===== src/rtl/ava_indexed_mode_pkg.sv =====
// ---------------------------------------------------------------------------
// ava_indexed_mode_pkg
//   Shared types and constants for the AVA palette-indexed pixel fetcher.
//   - bpp_e          : runtime pixel depth selector (1/2/4/8 bits per pixel)
//   - VRAM_WORD_BITS : width of one VRAM word (pixels are packed LSB-first)
//   - bpp_bits()     : bits per pixel for a bpp_e
//   - ppw_log2()     : log2 of pixels per VRAM word for a bpp_e
//   - idx_mask()     : 8-bit mask covering one pixel index at a given depth
// ---------------------------------------------------------------------------
package ava_indexed_mode_pkg;

  localparam int LINEAR_COORDS_BITS = 20;
  localparam int VRAM_ADDR_WIDTH    = 16;
  localparam int PRAM_ADDR_WIDTH    = 10;
  localparam int VRAM_WORD_BITS     = 32;

  typedef enum logic [1:0] {
    BPP1 = 2'd0,
    BPP2 = 2'd1,
    BPP4 = 2'd2,
    BPP8 = 2'd3
  } bpp_e;

  // Bits per pixel: 1, 2, 4 or 8.
  function automatic logic [3:0] bpp_bits(input bpp_e bpp);
    return 4'd1 << bpp;
  endfunction

  // Pixels per 32-bit word is 32 >> bpp, so its log2 is 5 - bpp.
  function automatic logic [2:0] ppw_log2(input bpp_e bpp);
    return 3'd5 - {1'b0, bpp};
  endfunction

  // Mask selecting the low bpp_bits() bits of a palette index.
  function automatic logic [7:0] idx_mask(input bpp_e bpp);
    logic [7:0] mask;
    unique case (bpp)
      BPP1:    mask = 8'h01;
      BPP2:    mask = 8'h03;
      BPP4:    mask = 8'h0F;
      default: mask = 8'hFF;
    endcase
    return mask;
  endfunction

endpackage


===== src/rtl/ava_indexed_mode_if.sv =====
// ---------------------------------------------------------------------------
// ava_indexed_mode_if
//   Bundles the pixel request, VRAM port, palette RAM port and pixel output of
//   the indexed-mode fetcher.
//   modport master : the fetcher (drives vram_a/vram_re/palette_a/pixel_*)
//   modport slave  : the surrounding pipeline and memories
//   Signals:
//     next_pixel, frame_start, bpp_sel, linear_coords : pixel request side
//     vram_a, vram_re, vram_d                         : VRAM, 1-cycle sync read
//     palette_a, palette_d                            : palette RAM, 1-cycle read
//     pixel_out, pixel_valid                          : resulting color
//     palette_bank (only with AVA_PALETTE_BANK_EN)    : sub-palette select
// ---------------------------------------------------------------------------
interface ava_indexed_mode_if #(
  parameter int LINEAR_COORDS_BITS = ava_indexed_mode_pkg::LINEAR_COORDS_BITS,
  parameter int VRAM_ADDR_WIDTH    = ava_indexed_mode_pkg::VRAM_ADDR_WIDTH,
  parameter int PRAM_ADDR_WIDTH    = ava_indexed_mode_pkg::PRAM_ADDR_WIDTH,
  parameter int COLOR_BITS         = 24
) ();
  import ava_indexed_mode_pkg::*;

  logic                          next_pixel;
  logic                          frame_start;
  bpp_e                          bpp_sel;
  logic [LINEAR_COORDS_BITS-1:0] linear_coords;
  logic [VRAM_ADDR_WIDTH-1:0]    vram_a;
  logic                          vram_re;
  logic [VRAM_WORD_BITS-1:0]     vram_d;
  logic [PRAM_ADDR_WIDTH-1:0]    palette_a;
  logic [31:0]                   palette_d;
  logic [COLOR_BITS-1:0]         pixel_out;
  logic                          pixel_valid;
`ifdef AVA_PALETTE_BANK_EN
  logic [7:0]                    palette_bank;
`endif

  modport master (
    input  next_pixel, frame_start, bpp_sel, linear_coords, vram_d, palette_d,
`ifdef AVA_PALETTE_BANK_EN
    input  palette_bank,
`endif
    output vram_a, vram_re, palette_a, pixel_out, pixel_valid
  );

  modport slave (
    output next_pixel, frame_start, bpp_sel, linear_coords, vram_d, palette_d,
`ifdef AVA_PALETTE_BANK_EN
    output palette_bank,
`endif
    input  vram_a, vram_re, palette_a, pixel_out, pixel_valid
  );

endinterface


===== src/rtl/ava_indexed_mode_pixel_extract.sv =====
// ---------------------------------------------------------------------------
// ava_pixel_extract
//   Combinational pixel field extractor, shared by the packed-pixel modes.
//   Pulls pixel number `off` out of a 32-bit VRAM word whose pixels are packed
//   LSB-first at `bpp` bits each, and returns it zero-extended to 8 bits.
//   Ports:
//     word (in, 32) : VRAM word holding the pixel
//     off  (in, 5)  : pixel position within the word (< pixels per word)
//     bpp  (in, 2)  : pixel depth
//     idx  (out, 8) : palette index
// ---------------------------------------------------------------------------
module ava_pixel_extract
  import ava_indexed_mode_pkg::*;
(
  input  logic [VRAM_WORD_BITS-1:0] word,
  input  logic [4:0]                off,
  input  bpp_e                      bpp,
  output logic [7:0]                idx
);

  logic [4:0]                shamt;
  logic [VRAM_WORD_BITS-1:0] shifted;

  // NOTE: every variable of an always_comb gets a value on every path (here
  // unconditionally), otherwise synthesis infers a latch.
  always_comb begin
    // off < 32/bpp, so off*bpp never exceeds 31 and fits the 5-bit shift.
    shamt   = 5'(9'(off) * 9'(bpp_bits(bpp)));
    shifted = word >> shamt;
    idx     = shifted[7:0] & idx_mask(bpp);
  end

endmodule


===== src/rtl/ava_indexed_mode.sv =====
// ---------------------------------------------------------------------------
// ava_indexed_mode
//   Palette-indexed pixel fetcher for the AVA video pipeline. Pixels are 1, 2,
//   4 or 8 bits wide (selected at frame start), packed LSB-first in 32-bit
//   VRAM words. A one-word cache means VRAM is only read when the pixel stream
//   moves to a different word; the extracted index is looked up in palette RAM
//   to give a 24-bit color two cycles after the request.
//
//   Pipeline:  request cycle : word address/miss computed, VRAM read issued
//              S1            : word selected (cache or VRAM), index extracted,
//                              palette read issued
//              S2            : palette data presented as pixel_out
//
//   Ports:
//     clk     (in)  pixel-domain clock
//     reset_n (in)  asynchronous active-low reset
//     bus     (ava_indexed_mode_if.master) request, VRAM, palette and output
//
//   Build option: define AVA_PALETTE_BANK_EN to add bus.palette_bank; its bits
//   above the pixel depth select a sub-palette (8bpp is unaffected).
// ---------------------------------------------------------------------------
module ava_indexed_mode #(
  parameter int LINEAR_COORDS_BITS = ava_indexed_mode_pkg::LINEAR_COORDS_BITS,
  parameter int VRAM_ADDR_WIDTH    = ava_indexed_mode_pkg::VRAM_ADDR_WIDTH,
  parameter int PRAM_ADDR_WIDTH    = ava_indexed_mode_pkg::PRAM_ADDR_WIDTH,
  parameter int COLOR_BITS         = 24
) (
  input  logic                   clk,
  input  logic                   reset_n,
  ava_indexed_mode_if.master     bus
);
  import ava_indexed_mode_pkg::*;

  // Configuration and cache state
  bpp_e                       bpp_q;
  logic                       cache_valid;
  logic [VRAM_ADDR_WIDTH-1:0] tag;
  logic [VRAM_WORD_BITS-1:0]  word_buf;

  // Request-cycle decode
  bpp_e                       eff_bpp;
  logic [2:0]                 ppw_sh;
  logic [VRAM_ADDR_WIDTH-1:0] word_idx;
  logic [4:0]                 off;
  logic                       miss;

  // S1 pipeline registers
  logic                       s1_valid;
  logic                       s1_hit;
  logic [4:0]                 s1_off;
  bpp_e                       s1_bpp;

  // S1 datapath
  logic [VRAM_WORD_BITS-1:0]  src_word;
  logic [7:0]                 pix_idx;
  logic [7:0]                 bank_bits;
  logic [7:0]                 pal_addr8;

  // S2
  logic                       pixel_valid_q;

  // -------------------------------------------------------------------------
  // Request decode. A frame_start arriving with a request takes effect first:
  // the fetch uses the newly selected depth and is always treated as a miss.
  // -------------------------------------------------------------------------
  always_comb begin
    eff_bpp  = bus.frame_start ? bus.bpp_sel : bpp_q;
    ppw_sh   = ppw_log2(eff_bpp);
    // Word index wraps silently at the VRAM address width.
    word_idx = VRAM_ADDR_WIDTH'(bus.linear_coords >> ppw_sh);
    off      = 5'(bus.linear_coords) & 5'((6'd1 << ppw_sh) - 6'd1);
    miss     = bus.frame_start | ~cache_valid | (tag != word_idx);
  end

  assign bus.vram_a  = word_idx;
  // Gated by reset_n so no read is requested while the block is held in reset.
  assign bus.vram_re = bus.next_pixel & miss & reset_n;

  // -------------------------------------------------------------------------
  // Depth latch and cache tag. When frame_start and a missing fetch coincide,
  // the later cache_valid assignment wins, so the freshly fetched word is
  // cached under the new depth.
  // -------------------------------------------------------------------------
  // NOTE: state registers use non-blocking (<=) assignments so every flop
  // samples pre-edge values, independent of block ordering.
  always_ff @(posedge clk or negedge reset_n) begin
    if (!reset_n) begin
      bpp_q       <= BPP8;
      cache_valid <= 1'b0;
      tag         <= '0;
    end else begin
      if (bus.frame_start) begin
        bpp_q       <= bus.bpp_sel;
        cache_valid <= 1'b0;
      end
      if (bus.next_pixel && miss) begin
        tag         <= word_idx;
        cache_valid <= 1'b1;
      end
    end
  end

  // -------------------------------------------------------------------------
  // S1 registers. The depth travels with the pixel so a frame_start landing
  // while a pixel is in flight does not change how that pixel is decoded.
  // -------------------------------------------------------------------------
  always_ff @(posedge clk or negedge reset_n) begin
    if (!reset_n) begin
      s1_valid <= 1'b0;
      s1_hit   <= 1'b0;
      s1_off   <= '0;
      s1_bpp   <= BPP8;
    end else begin
      s1_valid <= bus.next_pixel;
      if (bus.next_pixel) begin
        s1_hit <= ~miss;
        s1_off <= off;
        s1_bpp <= eff_bpp;
      end
    end
  end

  // -------------------------------------------------------------------------
  // Word buffer: captures the VRAM data at the end of a missing S1 so that a
  // back-to-back request to the same word (which hit in its request cycle)
  // finds it in its own S1.
  // -------------------------------------------------------------------------
  // NOTE: word_buf is a single register, not a RAM array, so it is safe and
  // cheap to give it an asynchronous reset value.
  always_ff @(posedge clk or negedge reset_n) begin
    if (!reset_n) begin
      word_buf <= '0;
    end else if (s1_valid && !s1_hit) begin
      word_buf <= bus.vram_d;
    end
  end

  assign src_word = s1_hit ? word_buf : bus.vram_d;

  ava_pixel_extract u_extract (
    .word (src_word),
    .off  (s1_off),
    .bpp  (s1_bpp),
    .idx  (pix_idx)
  );

`ifdef AVA_PALETTE_BANK_EN
  // Bank bits only fill the index positions the pixel itself does not use.
  assign bank_bits = bus.palette_bank & ~idx_mask(s1_bpp);
`else
  assign bank_bits = 8'h00;
`endif

  assign pal_addr8     = pix_idx | bank_bits;
  // Palette address bits above [7:0] are always zero.
  assign bus.palette_a = PRAM_ADDR_WIDTH'(pal_addr8);

  // -------------------------------------------------------------------------
  // S2: the palette read issued in S1 returns now.
  // -------------------------------------------------------------------------
  always_ff @(posedge clk or negedge reset_n) begin
    if (!reset_n) begin
      pixel_valid_q <= 1'b0;
    end else begin
      pixel_valid_q <= s1_valid;
    end
  end

  assign bus.pixel_valid = pixel_valid_q;
  assign bus.pixel_out   = bus.palette_d[COLOR_BITS-1:0];

  // Palette entries carry color in the low bits only; the top byte is spare.
  logic unused_palette_hi;
  assign unused_palette_hi = ^bus.palette_d[31:COLOR_BITS];

endmodule

===== src/flat_wrapper.sv =====
// flat-port wrapper written by rule: the top's interface ports become plain ports
module ava_indexed_mode_flat import ava_indexed_mode_pkg::*;
#(
  parameter int LINEAR_COORDS_BITS = ava_indexed_mode_pkg::LINEAR_COORDS_BITS,
  parameter int VRAM_ADDR_WIDTH    = ava_indexed_mode_pkg::VRAM_ADDR_WIDTH,
  parameter int PRAM_ADDR_WIDTH    = ava_indexed_mode_pkg::PRAM_ADDR_WIDTH,
  parameter int COLOR_BITS         = 24
)
  (clk, reset_n, bus_next_pixel, bus_frame_start, bus_bpp_sel, bus_linear_coords, bus_vram_d, bus_palette_d, bus_vram_a, bus_vram_re, bus_palette_a, bus_pixel_out, bus_pixel_valid);
  ava_indexed_mode_if #(.LINEAR_COORDS_BITS(LINEAR_COORDS_BITS), .VRAM_ADDR_WIDTH(VRAM_ADDR_WIDTH), .PRAM_ADDR_WIDTH(PRAM_ADDR_WIDTH), .COLOR_BITS(COLOR_BITS)) bus_i ();
  input  logic clk;
  input  logic reset_n;
  input wire logic [$bits(bus_i.next_pixel)-1:0] bus_next_pixel;
  input wire logic [$bits(bus_i.frame_start)-1:0] bus_frame_start;
  input wire logic [$bits(bus_i.bpp_sel)-1:0] bus_bpp_sel;
  input wire logic [$bits(bus_i.linear_coords)-1:0] bus_linear_coords;
  input wire logic [$bits(bus_i.vram_d)-1:0] bus_vram_d;
  input wire logic [$bits(bus_i.palette_d)-1:0] bus_palette_d;
  output wire logic [$bits(bus_i.vram_a)-1:0] bus_vram_a;
  output wire logic [$bits(bus_i.vram_re)-1:0] bus_vram_re;
  output wire logic [$bits(bus_i.palette_a)-1:0] bus_palette_a;
  output wire logic [$bits(bus_i.pixel_out)-1:0] bus_pixel_out;
  output wire logic [$bits(bus_i.pixel_valid)-1:0] bus_pixel_valid;
  assign bus_i.next_pixel = bus_next_pixel;
  assign bus_i.frame_start = bus_frame_start;
  assign bus_i.bpp_sel = bus_bpp_sel;
  assign bus_i.linear_coords = bus_linear_coords;
  assign bus_i.vram_d = bus_vram_d;
  assign bus_i.palette_d = bus_palette_d;
  assign bus_vram_a = bus_i.vram_a;
  assign bus_vram_re = bus_i.vram_re;
  assign bus_palette_a = bus_i.palette_a;
  assign bus_pixel_out = bus_i.pixel_out;
  assign bus_pixel_valid = bus_i.pixel_valid;
  ava_indexed_mode #(.LINEAR_COORDS_BITS(LINEAR_COORDS_BITS), .VRAM_ADDR_WIDTH(VRAM_ADDR_WIDTH), .PRAM_ADDR_WIDTH(PRAM_ADDR_WIDTH), .COLOR_BITS(COLOR_BITS)) u_core (.clk(clk), .reset_n(reset_n), .bus(bus_i));
endmodule

===== config.mk =====
export PLATFORM = sky130hd
export DESIGN_NAME = ava_indexed_mode_flat
export DESIGN_NICKNAME = d
export VERILOG_FILES = /design/src/rtl/ava_indexed_mode_pkg.sv /design/src/rtl/ava_indexed_mode_if.sv /design/src/rtl/ava_indexed_mode_pixel_extract.sv /design/src/rtl/ava_indexed_mode.sv /design/src/flat_wrapper.sv
export SDC_FILE = /design/constraint.sdc
export NUM_CORES = 1
export LEC_CHECK = 0
export CAP_MARGIN = 10
export CORE_MARGIN = 5
export CORE_UTILIZATION = 30
export DETAILED_ROUTE_END_ITERATION = 8
export PLACE_DENSITY_LB_ADDON = 0.2
export SYNTH_ARGS = -nofsm -noshare
export SYNTH_HDL_FRONTEND = slang
export SYNTH_HIERARCHICAL = 1
export SYNTH_SLANG_ARGS = --single-unit

===== constraint.sdc =====
create_clock -name clk -period 5.35 [get_ports clk]
set_clock_uncertainty 0.05 [all_clocks]
set_input_delay 1.07 -clock clk [delete_from_list [all_inputs] [get_ports clk]]
set_output_delay 1.07 -clock clk [all_outputs]
set_load 0.005 [all_outputs]

Word level (Yosys, flattened, before mapping). Cells that the tools add are included.

Add/subtract/negate cells: 2. Multipliers: 1. Equality and inequality tests: 3. Shifts and indexed selects: 4. Multiplexer cells: 5. Bitwise logic cells: 8. Reductions and logical operators: 5.

Operator list (number): $mux 32 (1); $shr 32x5->8 (1); $pmux 8 s3 (1); $shr 20x3->16 (1); $ne 16x16->1 (1); $and 8x8->8 (1); $and 5x5->5 (1); $mul 5x4->5 (1); $shl 1x3->5 const A (1); $sub 5x1->5 const B (1); $shl 1x2->4 const A (1); $sub 3x2->3 const A (1); $and 1x1->1 (2); $eq 2x1->1 const B (1); $eq 2x2->1 const B (1); $logic_and 1x1->1 (2); $logic_not 2->1 (1); $mux 1 (2); $mux 2 (1); $not 1->1 (2); $or 1x1->1 (2); $reduce_bool 2->1 (1); $logic_not 1->1 (1).

Bits in registers: 61. Output and inout bits: 52.

Depth between registers and ports, before layout. Gate-level depths: netlist of run 1.

Word-level depth: 7. Gate-level depth with buffers: 15.

By module. The synthesis of run 1 kept the hierarchy.

By module, submodules not included: ava_indexed_mode (instances 1, cells an instance 308, area an instance 3727.3 um^2); ava_pixel_extract (instances 1, cells an instance 156, area an instance 1740.4 um^2).

Worst setup path after synthesis of run 1. No wires, ideal clock.

Path type: reg2out. Start point: reg u_core.s1_bpp[0]. End point: out bus_palette_a[4]. Data arrival time: 3.934 ns. Slack: 0.296 ns. Stages on the path, launching flop included: 12. Cell sequence: dfstp_2 > buf_6 > nor2b_1 > nand2_1 > fa_1 > fa_1 > fa_1 > clkbuf_1 > clkbuf_1 > mux4_1 > a221oi_1 > o21a_1.

Longest elaborated chain between the ends: 4. Elaborated cells between the ends (all ways): 8.

RTL lines: start, declared (RTL line ava_indexed_mode.sv:51) `bpp_e s1_bpp;`; start signal, assigned (RTL line ava_indexed_mode.sv:118) `s1_bpp <= eff_bpp;`; $shl 1x2->4 (RTL line ava_indexed_mode_pkg.sv:26) `return 4'd1 << bpp;`; $mul 5x4->5 (RTL line ava_indexed_mode_pixel_extract.sv:28) `shamt = 5'(9'(off) * 9'(bpp_bits(bpp)));`; $shr 32x5->8 (RTL line ava_indexed_mode_pixel_extract.sv:29) `shifted = word >> shamt;`; $and 8x8->8 * (RTL line ava_indexed_mode_pixel_extract.sv:30) `idx = shifted[7:0] & idx_mask(bpp);`; end, declared (RTL line flat_wrapper.sv:21) `output wire logic [$bits(bus_i.palette_a)-1:0] bus_palette_a;`.

Every way passes the cells marked *; elsewhere a longest branch is shown, timed or not.

Worst setup path in the final report of run 1.
Start point: reg u_core.s1_bpp[0]. End point: out bus_palette_a[0].

Longest elaborated chain between the ends: 4.

RTL lines (RTL line): $shl 1x2->4 (ava_indexed_mode_pkg.sv:26); $mul 5x4->5 (ava_indexed_mode_pixel_extract.sv:28); $shr 32x5->8 (ava_indexed_mode_pixel_extract.sv:29); $and 8x8->8 (ava_indexed_mode_pixel_extract.sv:30).

No other way between the ends.

==> results of run 1 <==
==> cell type report <==
type | instances | area (µm²) | area share (%)
Tap cell | 229 | 286.5 | 4.132
Clock inverter | 4 | 47.55 | 0.6857
Sequential cell | 61 | 1531 | 22.09
Clock buffer | 12 | 246.5 | 3.555
Multi-Input combinational cell | 325 | 3516 | 50.70
Inverter | 18 | 70.07 | 1.010
Timing Repair Buffer | 131 | 1236 | 17.83
==> power groups by stage <==
| stage | Clock, mW | Combinational (mW) | Sequential, mW |
|---|---|---|---|
| 4_1_cts | 0.600 | 0.880 | 0.567 |
| 3_5_place_dp | 0 | 0.843 | 0.576 |
| 5_1_grt | 0.620 | 0.951 | 0.575 |
| 2_1_floorplan | 0 | 0.546 | 0.558 |
| 6_report | 0.581 | 0.881 | 0.568 |
| 3_3_place_gp | 0 | 0.835 | 0.575 |
==> through the flow <==
step | worst slack (ns) | hold slack, ns
6_report | 0.1506 | 0.3276
5_1_grt | 0.01298 | 0.3324
4_1_cts | 0.04249 | 0.3299
3_5_place_dp | 0.003296 | 0.3172
3_3_place_gp | -0.002907 | 0.3139
2_1_floorplan | 0.2960 | 0.3046
==> worst max path at each step <==
stage / startpoint / end / slack [ns] / cells after the start
floorplan: u_core/s1_bpp[0] / bus_palette_a[4] / 0.30 / 11
global placement: bus_frame_start / bus_vram_re / -0.003 / 10
detailed placement: bus_frame_start / bus_vram_re / 0.003 / 10
CTS: u_core/s1_bpp[0] / bus_palette_a[7] / 0.04 / 12
global route: u_core/s1_bpp[0] / bus_palette_a[5] / 0.01 / 12
finish: u_core/s1_bpp[0] / bus_palette_a[0] / 0.15 / 10
==> state kept, by name, summed over array words and instances, names as in the netlist <==
name / cells
u_core/bpp_q: 2
u_core/bus.pixel_valid: 1
u_core/cache_valid: 1
u_core/s1_bpp: 2
u_core/s1_hit: 1
u_core/s1_off: 5
u_core/s1_valid: 1
u_core/tag: 16
u_core/word_buf: 32
==> placed cells by master (no fill, tap or decap), drive strengths merged, types with 4 or more instances in the layout <==
cell and count:
a21oi 12, a22o 5, and2 6, buf 48
clkbuf 12, clkdlybuf4s50 73, dfrtp 57, dfstp 4
dlygate4sd2 7, ha 4, inv 18, mux2 91
mux2i 46, mux4 35, nand2 12, nand2b 4
nand3 7, nor2 16, nor3 6, o21ai 9
xnor2 5, xor2 4
==> cell families after synthesis <==
| group | share of synthesized area [%] |
|---|---|
| multiplexers | 43.46 |
| buffers and inverters | 8.535 |
| AND/OR/NAND/NOR | 6.934 |
| AO/OA/AOI/OAI | 8.993 |
| flip-flops | 28.01 |
| XOR/XNOR | 1.991 |
| adder cells (fa/ha/maj) | 2.014 |
| other | 0.06858 |
==> routing by layer <==
layer,global-route usage [%],share of wire (%)
met1,20.52,48
met2,21.73,47
met3,2.245,4.4
met4,3.484,0.93
met5,0,0
==> timing repair <==
action | CTS | global route
setup endpoints to repair | 9 | 4
gates cloned | 1 | 0
gates resized for setup | 15 | 6
buffers inserted | 5 | 0
pin swaps | 3 | 3
==> critical path: cells and delay by family, from the launching register on <==
kind                       cells  cell delay, ns
adders and majority gates      3            1.35
and+or+nand+nor                2            0.25
buffers and inverters          1            0.27
AOI/OAI and AO/OA              1            0.26
xor gates and xnor gates       2            0.55
muxes                          1            0.53
DFF                            1            0.52
==> flow_summary.json, run 1 <==
{
  "ir_drop_mv": 0.1455,
  "fill_cells": 1757,
  "dieArea_um2": 21030,
  "avgSynthCellArea_um2": 11.78,
  "setup-violations-final": 0,
  "ys_seq_area_share_pct": 28.01,
  "comb_power_share_pct": 43.4,
  "wire_per_inst_um": 19.30,
  "yosysWarnings": 6,
  "cp-end-kind": "primary output",
  "clock-sinks": 61,
  "clock_latency_ns": 0.33,
  "place_area_um2": 6528,
  "first_pass_iters": 4,
  "sw_frac_of_total_pct": 32.22,
  "synth-main-ff-cell": "dfrtp_1",
  "clockBufferDepth": 2,
  "async_flop_share_pct": 100.0,
  "chipWidth_um": 145.0,
  "cts-root-buf": "clkbuf_16",
  "total_power_mw": 2.030,
  "hold_path_depth": 0,
  "crit_path_max_incr_delay_ns": 0.55,
  "layout_min_cycle_time_ns": 5.199,
  "finalHoldViolCount": 0,
  "num_antenna_cells": 0,
  "stdcell_area_um2": 6934,
  "fin_nets": 643,
  "fin_util_pct": 38.60,
  "synthToLayoutAreaGrowth_pct": 26.82,
  "required_ns": 4.23,
  "drc": 0,
  "cp_max_fo": 4,
  "rows": 49,
  "intPower_mw": 1.376,
  "antenna_found_initial": 0,
  "synth.ff_latch_count": 61,
  "fin_cells": 780,
  "min_period_over_period_pct": 97.19,
  "pwr-share-seq_pct": 28.0,
  "startpoint_type": "register",
  "reg2reg_slack_ns": 2.10,
  "drive_gt1_share_pct": 36.30,
  "place_congestion": 0.8198,
  "clockPowerShare_pct": 28.6,
  "slew_viol_final": 0,
  "die_h_um": 145.0,
  "r2r_start": "u_core/bpp_q[1]",
  "synth_edf_count": 0,
  "place_inst": 758,
  "switchingPower_mw": 0.6541,
  "htreeDepth": 3,
  "ios": 142,
  "synth_area_um2": 5468,
  "synth.top_cell.area_share_pct": 26.09,
  "grt_pass1_wl_um": 23980,
  "status": "finished, final reports clean",
  "p_leak_nw": 2.874,
  "num_vias": 4014,
  "core-area_um2": 17960,
  "drt-initial-drc-count": 348,
  "cpMostUsedCell": "fa_1",
  "synth_top_area_cell": "dfrtp_1",
  "crit_slowest_cell": "fa_1",
  "grt-ovfl-total": 0,
  "path_clk_slew_ns": 0.05,
  "slew_headroom_pct": 47.30,
  "rsz0062_at_grt": "false",
  "netlist_top_cells_count": "80 x mux2_2, 57 x dfrtp_1, 44 x mux2i_1, 27 x buf_4, 23 x mux4_2",
  "powerDensity_nw_per_um2": 292.8,
  "holdCritStartpoint": "u_core/s1_valid",
  "start_util_pct": 30.44,
  "r2r_cells": 10,
  "worstPathArrival_ns": 4.08,
  "numCtsBuffers": 9,
  "first_global_vias": 4245,
  "timing.setup.tns_ns": 0,
  "grt_max_degree": 62,
  "crit_type": "reg -> out",
  "synthCells": 464,
  "hold_path_end": "u_core/bus.pixel_valid",
  "cts_tree": "built",
  "worstMarginPinSlew_ns": 0.7904,
  "fmax_mhz": 192.3,
  "cp_cell_sequence": "nor2b_2 -> nand2_1 -> fa_1 -> fa_1 -> fa_2 -> xnor3_2 -> xnor2_4 -> mux4_2 -> a22o_1 -> dlygate4sd2_1",
  "min_path_type": "reg -> reg",
  "synth_area_leaders": "dfrtp_1 26%, mux2_2 16%, mux4_2 9.5%",
  "postCtsHoldBufs": 0,
  "synth.distinct_cells": 69,
  "r2r-end": "u_core/tag[8]",
  "hpwl_um": 11510,
  "io_buffers": 83,
  "drtAntennaViolNets": 0,
  "totalWireLength_um": 15060,
  "track_usage_pct": 14.03,
  "yosysMostFrequentCell": "mux2_2",
  "max-cap-violations": 0,
  "avgViaCountPerCell": 5.146
}
No activity file was read; power rests on OpenSTA's default activity.
==> inputs of run 2 (changes only) <==
SETUP_SLACK_MARGIN = 0.02   (was not set)
==> run 2 against run 1 <==
Compared with the run above:
- via count hardly changed
- worst setup slack about the same
- critical path depth unchanged
- register-to-register slack about the same
- sequential share of layout area about the same
- highest routed layer unchanged
- critical endpoint unchanged
- first-iteration DRC count unchanged
==> flow_summary.json, run 2 (synthesis gave the netlist of run 1 again) <==
{
  "cp-end-kind": "primary output",
  "fin_util_pct": 38.61,
  "rows": 49,
  "r2r_start": "u_core/bpp_q[1]",
  "top_regs": "u_core/word_buf (32), u_core/tag (16), u_core/s1_off (5)",
  "timing.setup.tns_ns": 0,
  "chipWidth_um": 145.0,
  "place_inst": 758,
  "intPower_mw": 1.376,
  "p_leak_nw": 2.871,
  "numCtsBuffers": 9,
  "hpwl_um": 11510,
  "wire_per_inst_um": 19.29,
  "powerDensity_nw_per_um2": 292.8,
  "pwr-share-seq_pct": 28.0,
  "final.setup.worst_slack_ns": 0.1506,
  "stdcell_area_um2": 6935,
  "status": "finished, final reports clean",
  "switchingPower_mw": 0.6543,
  "place_congestion": 0.8198,
  "rsz0062_at_grt": "false",
  "grt_pass1_wl_um": 23980,
  "min_period_over_period_pct": 97.19,
  "slew_viol_final": 0,
  "dieArea_um2": 21030,
  "avgViaCountPerCell": 5.144,
  "cts_tree": "built",
  "grt-ovfl-total": 0,
  "cts-root-buf": "clkbuf_16",
  "grt_max_degree": 62,
  "required_ns": 4.23,
  "largest_register_ffs": 32,
  "die_h_um": 145.0,
  "total_power_mw": 2.031,
  "drive_gt1_share_pct": 36.30,
  "worstPathArrival_ns": 4.08,
  "clock-sinks": 61,
  "num_antenna_cells": 0,
  "postCtsHoldBufs": 0,
  "ir_drop_mv": 0.1455,
  "io_buffers": 83,
  "clockPowerShare_pct": 28.6,
  "clock_latency_ns": 0.33,
  "layout_min_cycle_time_ns": 5.199,
  "holdWs_ns": 0.3276,
  "crit_type": "reg -> out",
  "r2r_cells": 10,
  "first_global_vias": 4245,
  "start_util_pct": 30.44,
  "place_area_um2": 6528,
  "path_clk_slew_ns": 0.05,
  "fin_cells": 780,
  "sw_frac_of_total_pct": 32.22,
  "mostFrequentLayoutCell": "mux2_2",
  "fin_nets": 643,
  "cp_max_fo": 4,
  "detailedPlace.worstSlack_ns": 0.003296,
  "drt-initial-drc-count": 348,
  "ios": 142,
  "track_usage_pct": 14.03,
  "comb_power_share_pct": 43.4,
  "clockBufferDepth": 2,
  "final_cell_mix": "80 x mux2_2, 73 x clkdlybuf4s50_1, 57 x dfrtp_1, 44 x buf_4, 44 x mux2i_1",
  "startpoint_type": "register",
  "slew_headroom_pct": 47.31,
  "finalHoldViolCount": 0,
  "synthToLayoutAreaGrowth_pct": 26.84,
  "drc": 0,
  "largest-register": "u_core/word_buf",
  "max-cap-violations": 0,
  "r2r-end": "u_core/tag[8]",
  "worstMarginPinSlew_ns": 0.7903,
  "antenna_found_initial": 0,
  "setup-violations-final": 0,
  "min_path_type": "reg -> reg",
  "htreeDepth": 3,
  "reg2reg_slack_ns": 2.10,
  "cp-endpoint": "bus_palette_a[0]",
  "hold_path_depth": 0,
  "num_vias": 4012,
  "first_pass_iters": 4,
  "fmax_mhz": 192.3,
  "crit_path_start": "u_core/s1_bpp[0]",
  "core-area_um2": 17960,
  "drtAntennaViolNets": 0,
  "totalWireLength_um": 15050
}
-- run 2: cell types whose count changed in the layout (fill, tap and decap cells not counted) --
cell             before  now
dlygate4sd2_1         7    6
clkdlybuf4s15_1       0    1
-- run 2: worst min path at each step --
stage          slack [ns]                      to            start
6_report             0.33  u_core/bus.pixel_valid  u_core/s1_valid
5_1_grt              0.33  u_core/bus.pixel_valid  u_core/s1_valid
4_1_cts              0.33  u_core/bus.pixel_valid  u_core/s1_valid
3_5_place_dp         0.32  u_core/bus.pixel_valid  u_core/s1_valid
3_3_place_gp         0.31  u_core/bus.pixel_valid  u_core/s1_valid
2_1_floorplan        0.30  u_core/bus.pixel_valid  u_core/s1_valid
-- run 2: routing by layer --
metal / GRT usage (%) / share of wire, % / routed length [µm] / vias up
met2: 21.73 / 47 / 7009 / 93
met1: 20.52 / 48 / 7238 / 1997
met4: 3.484 / 0.93 / 140 / 0
met5: 0 / 0 / 0 / -
li1: - / - / - / 1909
met3: 2.245 / 4.4 / 657 / 13
-- run 2: area by class of cell --
class,count,area [µm²]
repair buffers,131,1237
clock inverters,4,47.55
well taps,229,286.5
fillers,1759,11030
flip-flops and latches,61,1531
clock buffers,12,246.5
multi-input cells,325,3516
inverters,18,70.07
-- run 2: critical path, cell delays in order, from the launching register on --
cell and delay [ns]:
dfstp_2 0.52, nor2b_2 0.16, nand2_1 0.09, fa_1 0.55, fa_1 0.44, fa_2 0.36
xnor3_2 0.29, xnor2_4 0.26, mux4_2 0.53, a22o_1 0.26, dlygate4sd2_1 0.27
-- run 2: repair_timing --
item                                    CTS  global route
pin swaps                                 3             3
endpoints found under the setup margin    9             4
resized for setup                        15             7
cloned                                    1             0
setup buffers                             5             0
-- run 2: power by group through the flow --
stage	Combinational (mW)	Clock [mW]	Sequential, mW
after global routing	0.951	0.620	0.575
final	0.882	0.581	0.568
after global placement	0.835	0	0.575
after floorplan	0.546	0	0.558
after CTS	0.880	0.600	0.567
after detailed placement	0.843	0	0.576
==> inputs of run 3 (changes only) <==
PLACE_DENSITY_LB_ADDON = not set   (was 0.2)
SYNTH_HIERARCHICAL = not set   (was 1)
==> run 3 against run 2 <==
Compared with the run above:
- the flow now finishes with violations (setup timing)
- critical path type unchanged
- register-to-register slack got worse by 0.24 ns
- cell area decreased by 4.8%
- non-clock buffer count rose by 9
- clock power decreased by 8.4%
- utilization up 1.8 points
- synthesized cell count is 11% lower
- routed wire length is 12% lower
- die area shrank 9.0%
- final cell count fell by 5.6%
- combinational power is 2.8% lower
==> flow_summary.json, run 3 <==
{
  "synth_area_um2": 4942,
  "numCtsBuffers": 9,
  "io_buffers": 83,
  "powerDensity_nw_per_um2": 296.5,
  "status": "complete, but fails checks",
  "core-area_um2": 16350,
  "required_ns": 4.23,
  "cp_max_fo": 5,
  "clock-sinks": 61,
  "grt_pass1_wl_um": 21510,
  "multi_input_area_um2": 3221,
  "ys_seq_area_share_pct": 30.99,
  "worstMarginPinSlew_ns": 1.228,
  "use_met2_pct": 22.87,
  "crit_cells": 17,
  "place_area_um2": 6115,
  "layout_min_cycle_time_ns": 5.516,
  "synthCells": 411,
  "grtUsageMet1_pct": 17.83,
  "antenna_found_initial": 0,
  "avgViaCountPerCell": 5.103,
  "synth.distinct_cells": 44,
  "slew_viol_final": 0,
  "final_cell_mix": "72 x clkdlybuf4s50_1, 56 x dfrtp_1, 53 x buf_4, 45 x mux2i_1, 45 x mux2_2",
  "yosysWarnings": 0,
  "ios": 142,
  "largest_register_ffs": 32,
  "num_vias": 3756,
  "synth.top_cell.area_share_pct": 28.86,
  "synth.ff_latch_count": 61,
  "cts_tree": "built",
  "finalHoldViolCount": 0,
  "num_antenna_cells": 0,
  "start_util_pct": 30.23,
  "netlist_top_cells_count": "57 x dfrtp_1, 50 x mux2i_1, 45 x mux2_2, 41 x mux4_2, 26 x buf_4",
  "total_power_mw": 1.957,
  "p_leak_nw": 2.559,
  "seqCellArea_um2": 1533,
  "place_inst": 712,
  "place_congestion": 0.8548,
  "startpoint_type": "register",
  "slew_headroom_pct": 18.12,
  "cp_cell_sequence": "buf_4 -> nor2b_4 -> buf_4 -> and2_1 -> ha_1 -> ha_1 -> ha_1 -> inv_1 -> fa_2 -> inv_2 -> buf_6 -> mux4_2 -> mux2i_4 -> mux2i_2 -> buf_4 -> mux4_2 -> buf_2",
  "dieArea_um2": 19140,
  "async_flop_share_pct": 100.0,
  "fin_cells": 736,
  "chipWidth_um": 138.4,
  "drt-initial-drc-count": 144,
  "clockBufferDepth": 2,
  "die_h_um": 138.4,
  "mostFrequentLayoutCell": "clkdlybuf4s50_1",
  "first_pass_iters": 4,
  "synth_area_leaders": "dfrtp_1 29%, mux4_2 19%, mux2_2 10%",
  "ir_drop_mv": 0.1301,
  "fmax_mhz": 181.3,
  "rows": 47,
  "fin_nets": 608,
  "fill_cells": 1595,
  "met3_usage_pct": 2.866,
  "crit_path_max_incr_delay_ns": 0.62,
  "synth-main-ff-cell": "dfrtp_1",
  "min_path_type": "reg -> reg",
  "r2r_cells": 10,
  "grt-ovfl-total": 0,
  "grt_max_degree": 62,
  "clock_latency_ns": 0.33,
  "hold_path_depth": 0,
  "detailedPlace.worstSlack_ns": -0.2057,
  "drc": 0,
  "htreeDepth": 3,
  "min_period_over_period_pct": 103.1,
  "drive_gt1_share_pct": 41.67,
  "totalWireLength_um": 13170,
  "cp-end-kind": "primary output",
  "top_regs": "u_core.word_buf (32), u_core.tag (16), u_core.s1_off (5)",
  "crit_slowest_cell": "fa_2",
  "crit_type": "reg -> out",
  "path_clk_slew_ns": 0.05,
  "final.setup.worst_slack_ns": -0.1656,
  "max-cap-violations": 0,
  "worst-path-buf-inv": 7,
  "first_global_vias": 4036,
  "synthToLayoutAreaGrowth_pct": 33.57,
  "largest-register": "u_core.word_buf",
  "synth_top_area_cell": "dfrtp_1",
  "track_usage_pct": 13.72,
  "setup-violations-final": 2,
  "yosysMostFrequentCell": "dfrtp_1",
  "rsz0062_at_grt": "true",
  "busiest_layer": "met2",
  "crit_family": "adder cells",
  "worstPathArrival_ns": 4.40,
  "stdcell_area_um2": 6601,
  "synth_edf_count": 0,
  "timing.setup.tns_ns": -0.2155,
  "drtAntennaViolNets": 0,
  "violations": "setup timing",
  "wire_per_inst_um": 17.89,
  "cts-root-buf": "clkbuf_16",
  "hpwl_um": 9817,
  "avgSynthCellArea_um2": 12.02
}
-- run 3: cell types whose count changed after synthesis, moves of 8 or more --
| cell | change |
|---|---|
| inv_1 | -8 |
| a211oi_1 | +15 |
| mux2_2 | -35 |
| xnor2_1 | +10 |
| mux4_2 | +18 |
| mux4_1 | -11 |
-- run 3: timing repair --
item,4_1_cts,5_1_grt
cloned,0,0
setup buffers,6,3
gates resized for setup,48,18
endpoints found under the setup margin,9,8
hold buffers,0,0
pin swaps,18,11
-- run 3: cell type report --
cell class,count,area share [%]
multi-input cells,287,48.79
flip-flops and latches,61,23.22
repair buffers,140,18.95
well taps,220,4.170
clock buffers,12,3.734
inverters,12,0.7582
clock inverters,4,0.3791
-- run 3: path summary, 6_finish.rpt --
| path | from | to | slack, ns |
|---|---|---|---|
| hold / removal | u_core.s1_valid | u_core.bus.pixel_valid | 0.33 |
| setup reg to reg | u_core.bpp_q[0] | u_core.tag[1] | 1.86 |
| min in group asynchronous | reset_n | u_core.tag[2] | 0.87 |
| setup / recovery | u_core.s1_bpp[0] | bus_palette_a[0] | -0.17 |
| max in group asynchronous | reset_n | u_core.s1_hit | 3.78 |
| hold reg to reg | u_core.s1_valid | u_core.bus.pixel_valid | 0.33 |
-- run 3: through the flow --
step,hold slack [ns],util (%)
after detailed placement,0.3241,37.40
final,0.3290,40.38
after global placement,0.3219,37.40
after CTS,0.3371,40.13
after floorplan,0.3046,-
after global routing,0.3565,40.38
-- run 3: metal layers --
metal	up-vias	share of wire, %
li1	1729	-
met1	1923	44
met2	84	51
met3	20	3.8
met4	0	1.8
met5	-	0
-- run 3: kinds of logic (layout without fill, tap and decap cells) --
family,after synthesis,count (layout),synth area share [%]
multiplexers,148,148,43.06
buffers and inverters,64,168,7.215
flip-flops,61,61,30.99
AND/OR/NAND/NOR,59,59,6.253
AO/OA/AOI/OAI,51,51,6.633
XOR/XNOR,20,20,3.544
adder cells (fa/ha/maj),7,7,2.228
other,1,2,0.07588
-- run 3: power by group --
group / switching, mW / total (mW) / leakage (nW) / internal, mW
Combinational: 0.394 / 0.857 / 1.72 / 0.463
Sequential: 0.0471 / 0.569 / 0.710 / 0.522
Clock: 0.208 / 0.532 / 0.129 / 0.324
